File: config.mk
export PLATFORM = sky130hd
export DESIGN_NAME = regfile_write_arbiter
export DESIGN_NICKNAME = d
export VERILOG_FILES = /design/src/rtl/regfile_write_arbiter.sv
export SDC_FILE = /design/constraint.sdc
export NUM_CORES = 1
export LEC_CHECK = 0
export CORE_ASPECT_RATIO = 0.7
export CORE_MARGIN = 2
export CORE_UTILIZATION = 40
export CTS_BUF_LIST = sky130_fd_sc_hd__clkbuf_8
export CTS_CLUSTER_SIZE = 20
export DETAILED_ROUTE_END_ITERATION = 16
export GPL_ROUTABILITY_DRIVEN = 0
export HOLD_SLACK_MARGIN = 0.02
export PLACE_DENSITY = 0.82
export SLEW_MARGIN = 40
export SYNTH_ARGS = -nofsm -noshare
export SYNTH_HDL_FRONTEND = slang
export SYNTH_SLANG_ARGS = --single-unit
File: constraint.sdc
create_clock -name clk -period 1.9 [get_ports clk]
set_input_delay 0.475 -clock clk [delete_from_list [all_inputs] [get_ports clk]]
set_output_delay 0.475 -clock clk [all_outputs]
set_load 0.1 [all_outputs]
File: src/rtl/regfile_write_arbiter.sv
// Shares the register file write port between WB (priority) and MC (anti-starvation), plus a zeroing sweep.
// Write lands one cycle after the valid/ready transfer; CLEAR holds off both requesters.
module regfile_write_arbiter #(
   parameter int DATA_W       = 32,
   parameter int ADDR_W       = 5,
   parameter int STARVE_LIMIT = 4
) (
   input  logic              clk,
   input  logic              rst_n,
   input  logic              wb_valid,
   input  logic [ADDR_W-1:0] wb_reg,
   input  logic [DATA_W-1:0] wb_data,
   output logic              wb_ready,
   input  logic              mc_valid,
   input  logic [ADDR_W-1:0] mc_reg,
   input  logic [DATA_W-1:0] mc_data,
   output logic              mc_ready,
   input  logic              clear_req,
   output logic              clear_busy,
   output logic              clear_done,
   output logic              rf_we,
   output logic [ADDR_W-1:0] rf_write_reg,
   output logic [DATA_W-1:0] rf_write_data
);

   typedef enum logic {ARB, CLEAR} state_e;

   localparam logic [3:0]        LIMIT    = 4'(STARVE_LIMIT);
   localparam logic [ADDR_W-1:0] LAST_REG = {ADDR_W{1'b1}};
   localparam logic [ADDR_W-1:0] ONE_REG  = ADDR_W'(1);

   state_e              state_q, state_d;
   logic [3:0]          starve_cnt_q, starve_cnt_d;
   logic                rf_we_q, rf_we_d;
   logic [ADDR_W-1:0]   rf_write_reg_q, rf_write_reg_d;
   logic [DATA_W-1:0]   rf_write_data_q, rf_write_data_d;
   logic                clear_busy_q, clear_busy_d;
   logic                clear_done_q, clear_done_d;
   logic                starved;
   logic                wb_xfer;
   logic                mc_xfer;

   always_ff @(posedge clk or negedge rst_n) begin
      if (!rst_n) begin
         state_q         <= ARB;
         starve_cnt_q    <= '0;
         rf_we_q         <= 1'b0;
         rf_write_reg_q  <= '0;
         rf_write_data_q <= '0;
         clear_busy_q    <= 1'b0;
         clear_done_q    <= 1'b0;
      end else begin
         state_q         <= state_d;
         starve_cnt_q    <= starve_cnt_d;
         rf_we_q         <= rf_we_d;
         rf_write_reg_q  <= rf_write_reg_d;
         rf_write_data_q <= rf_write_data_d;
         clear_busy_q    <= clear_busy_d;
         clear_done_q    <= clear_done_d;
      end
   end

   // In CLEAR the write index register doubles as the sweep pointer.
   always_comb begin
      state_d = state_q;
      case (state_q)
         ARB:     if (clear_req) state_d = CLEAR;
         CLEAR:   if (rf_write_reg_q == LAST_REG) state_d = ARB;
         default: state_d = ARB;
      endcase
   end

   always_comb begin
      starved  = (starve_cnt_q == LIMIT);
      mc_ready = 1'b0;
      wb_ready = 1'b0;
      if (state_q == ARB && !clear_req) begin
         mc_ready = mc_valid && (starved || !wb_valid);
         wb_ready = wb_valid && !mc_ready;
      end
      wb_xfer = wb_valid && wb_ready;
      mc_xfer = mc_valid && mc_ready;

      starve_cnt_d = starve_cnt_q;
      if (mc_xfer)
         starve_cnt_d = '0;
      else if (state_q == ARB && mc_valid && !starved)
         starve_cnt_d = starve_cnt_q + 4'd1;

      rf_we_d         = 1'b0;
      rf_write_reg_d  = rf_write_reg_q;
      rf_write_data_d = rf_write_data_q;
      clear_busy_d    = 1'b0;
      clear_done_d    = 1'b0;
      if (state_q == CLEAR) begin
         if (rf_write_reg_q != LAST_REG) begin
            rf_we_d         = 1'b1;
            rf_write_reg_d  = rf_write_reg_q + ONE_REG;
            rf_write_data_d = '0;
            clear_busy_d    = 1'b1;
         end else begin
            clear_done_d = 1'b1;
         end
      end else if (clear_req) begin
         rf_we_d         = 1'b1;
         rf_write_reg_d  = ONE_REG;
         rf_write_data_d = '0;
         clear_busy_d    = 1'b1;
      end else if (wb_xfer) begin
         // Register 0 is hardwired: accept the request but suppress the write.
         rf_we_d         = (wb_reg != '0);
         rf_write_reg_d  = wb_reg;
         rf_write_data_d = wb_data;
      end else if (mc_xfer) begin
         rf_we_d         = (mc_reg != '0);
         rf_write_reg_d  = mc_reg;
         rf_write_data_d = mc_data;
      end
   end

   assign rf_we         = rf_we_q;
   assign rf_write_reg  = rf_write_reg_q;
   assign rf_write_data = rf_write_data_q;
   assign clear_busy    = clear_busy_q;
   assign clear_done    = clear_done_q;

endmodule
==> impl_metrics.toml <==
[floorplanning]
num_rows = 22
die_x_um = 93.8
initial_core_util_pct = 42.2
core_um2 = 5340
ioPinCount = 121
die_area_um2 = 6270
die_height_um = 66.8

[timing]
grt_setup_unrepaired = "yes"
setup_viol = 2
slew_violations = 0
max_freq_ghz = 0.499
slew_headroom_pct = 61.9
hold_viol = 0
skew_ns = 0.00299
min_period_over_period_pct = 106
fin_ws_ns = -0.105
period_minus_slack_ns = 2.01
tightest_slew_ns = 0.572

[critical_path]
path_cells = "inv_2 > ha_4 > nand3b_1 > a21boi_2 > and2_4 > buf_12"
crit_fanout = 2
path_buf_inv = 2
crit_arrival_ns = 1.53
startpoint_type = "flop"
crit_family = "flip-flops"
rrSetupSlack_ns = 0.08
worstSetupPathType = "reg2out"
worstPathRequired_ns = 1.42
cpPeakStageDelay_ns = 0.40
endpoint_kind = "output port"
cpMaxStageDelayCell = "dfrtp_1"

[clock_network]
cts_inserted_buffers = 5
clockBufferDepth = 2
clkTransAtPathRegs_ns = 0.08
cts_max_level = 2
clkLatencyLatePin_ns = 0.28
cts_tree = "done"
clock_sinks = 44
clockRootBuffer = "clkbuf_8"

[layout]
multiInputGateArea_um2 = 1100
num_antenna_cells = 0
largest_reg_flops = 32
finalNetCount = 447
nFillCells = 345
finalNonFillerCells = 436
area_growth_pct = 89.9
regArea_um2 = 1120
drive_gt1_share_pct = 28.0
mostFrequentLayoutCells = "clkdlybuf4s50_1 (75), buf_12 (43), mux2i_1 (39)"
final_common_cell = "clkdlybuf4s50_1"

[routing]
wl_um = 6580
vias = 2163
drtAntennaViolNets = 0
wire_per_inst_um = 15.1
drc = 0
via_per_inst = 4.96
dr.pass1.iters = 4
drt_iter0_markers = 88

[global_route]
grt_first_pass_wirelength_um = 10500
grt_pass1_vias = 2237
grt_max_degree = 36
grt.total_usage_pct = 22.1
grt-ovfl-total = 0
antenna_found_initial = 0

[power_and_ir_drop]
p_leak_nw = 2.07
ir_drop_mv = 0.509
power_density_nw_per_um2 = 885
totalPowerFinal_mw = 3.79

[placed_design]
dp_hpwl_um = 5280
dp_slack_ns = -0.213
io_buffers = 120
place_inst = 420

[logic_synthesis]
ys_seq_area_share_pct = 48.8
yosysUniqueCellTypes = 29
ys_top_cells_by_area = "dfrtp_1 (49%), mux2i_1 (17%), o21ai_1 (8.2%)"
synth_warnings = 0
yosys.area.top_type = "dfrtp_1"
synth.avg_cell_area_um2 = 10.4
synth_nets = 300
synth_seq_cells = 44
postSynthCellCount = 217
yosysTopAreaCellShare_pct = 48.8
netlist_area_um2 = 2260

[job]
max_cap_violations = 0

[run_status]
violations = "negative setup slack"
outcome = "finished, violations left"

[min_path]
hold_path.class = "in2async"
-- layout make-up --
| cell class | count | area share, % |
|---|---|---|
| Clock buffer | 5 | 1.61 |
| Clock inverter | 2 | 0.204 |
| Inverter | 4 | 0.438 |
| Multi-Input combinational cell | 156 | 25.7 |
| Sequential cell | 44 | 26.1 |
| Tap cell | 72 | 2.10 |
| Timing Repair Buffer | 153 | 43.9 |
-- metal layers --
| layer | up-vias | track usage, % | wire (um) |
|---|---|---|---|
| met5 | - | 0 | 0 |
| met4 | 0 | 5.07 | 82 |
| met3 | 9 | 9.16 | 718 |
| met2 | 94 | 37.2 | 3150 |
| met1 | 1010 | 26.6 | 2630 |
| li1 | 1050 | - | - |
-- stage by stage --
stage	TNS [ns]	hold WS (ns)	util, %	area (um^2)
2_1_floorplan	-0.109	0.179	-	2320
3_3_place_gp	-3.17	0.502	77.1	4120
3_5_place_dp	-5.01	0.512	77.1	4120
4_1_cts	-0.190	0.203	79.6	4250
5_1_grt	-0.381	0.229	80.2	4280
6_report	-0.189	0.182	80.2	4280
-- worst reg2reg max path, stage by stage, from the launching register on --
cell	delay (ns)
dfrtp_4	0.50
ha_4	0.17
and3_1	0.18
ha_2	0.19
buf_4	0.13
nor4bb_1	0.40
a211oi_2	0.08
o21ai_1	0.09
-- synth_stat cells, drive strengths merged --
cell type and n:
xnor2 2, nor2b 1, o41ai 1, mux2 1
nand2 36, nor3 1, nand3 2, ha 4
o21ai 37, mux2i 39, a21boi 1, clkbuf 6
inv 4, nor2 8, a21oi 6, dfrtp 44
a211oi 1, nor4bb 1, nand4b 3, xor2 2
nand3b 2, and2 2, or4 2, and3 4
buf 7
-- where the power goes --
group          switching [mW]  leakage [nW]  internal (mW)
Sequential              0.163         0.585           1.09
Combinational            1.13          1.45          0.877
Clock                   0.288        0.0452          0.245
Total                    1.58          2.07           2.21
-- final timing paths --
check / endpoint / from / cells after the start
max: mc_ready / starve_cnt_q[1] / 6
min: rf_write_reg[1] / rst_n / 1
max reg2reg: rf_write_reg[2] / rf_write_reg[1] / 7
min reg2reg: rf_write_data[14] / rf_write_data[14] / 2
max in group asynchronous: rf_write_data[19] / rst_n / 2
min in group clk: rf_write_data[14] / rf_write_data[14] / 2
-- logic make-up after synthesis --
| kind of cell | after synthesis | share of synthesized area [%] |
|---|---|---|
| simple gates | 62 | 13.0 |
| compound gates | 46 | 10.9 |
| flops | 44 | 48.8 |
| mux | 40 | 17.8 |
| buf+inv | 17 | 5.71 |
| xor+xnor | 4 | 1.55 |
| fa+ha+maj | 4 | 2.22 |
-- timing repair --
action,4_1_cts,5_1_grt
resized for setup,6,3
pin swaps,6,2
endpoints found under the setup margin,3,24
hold buffers,0,0
buffers inserted,7,4
(Power assumes the default switching activity.)
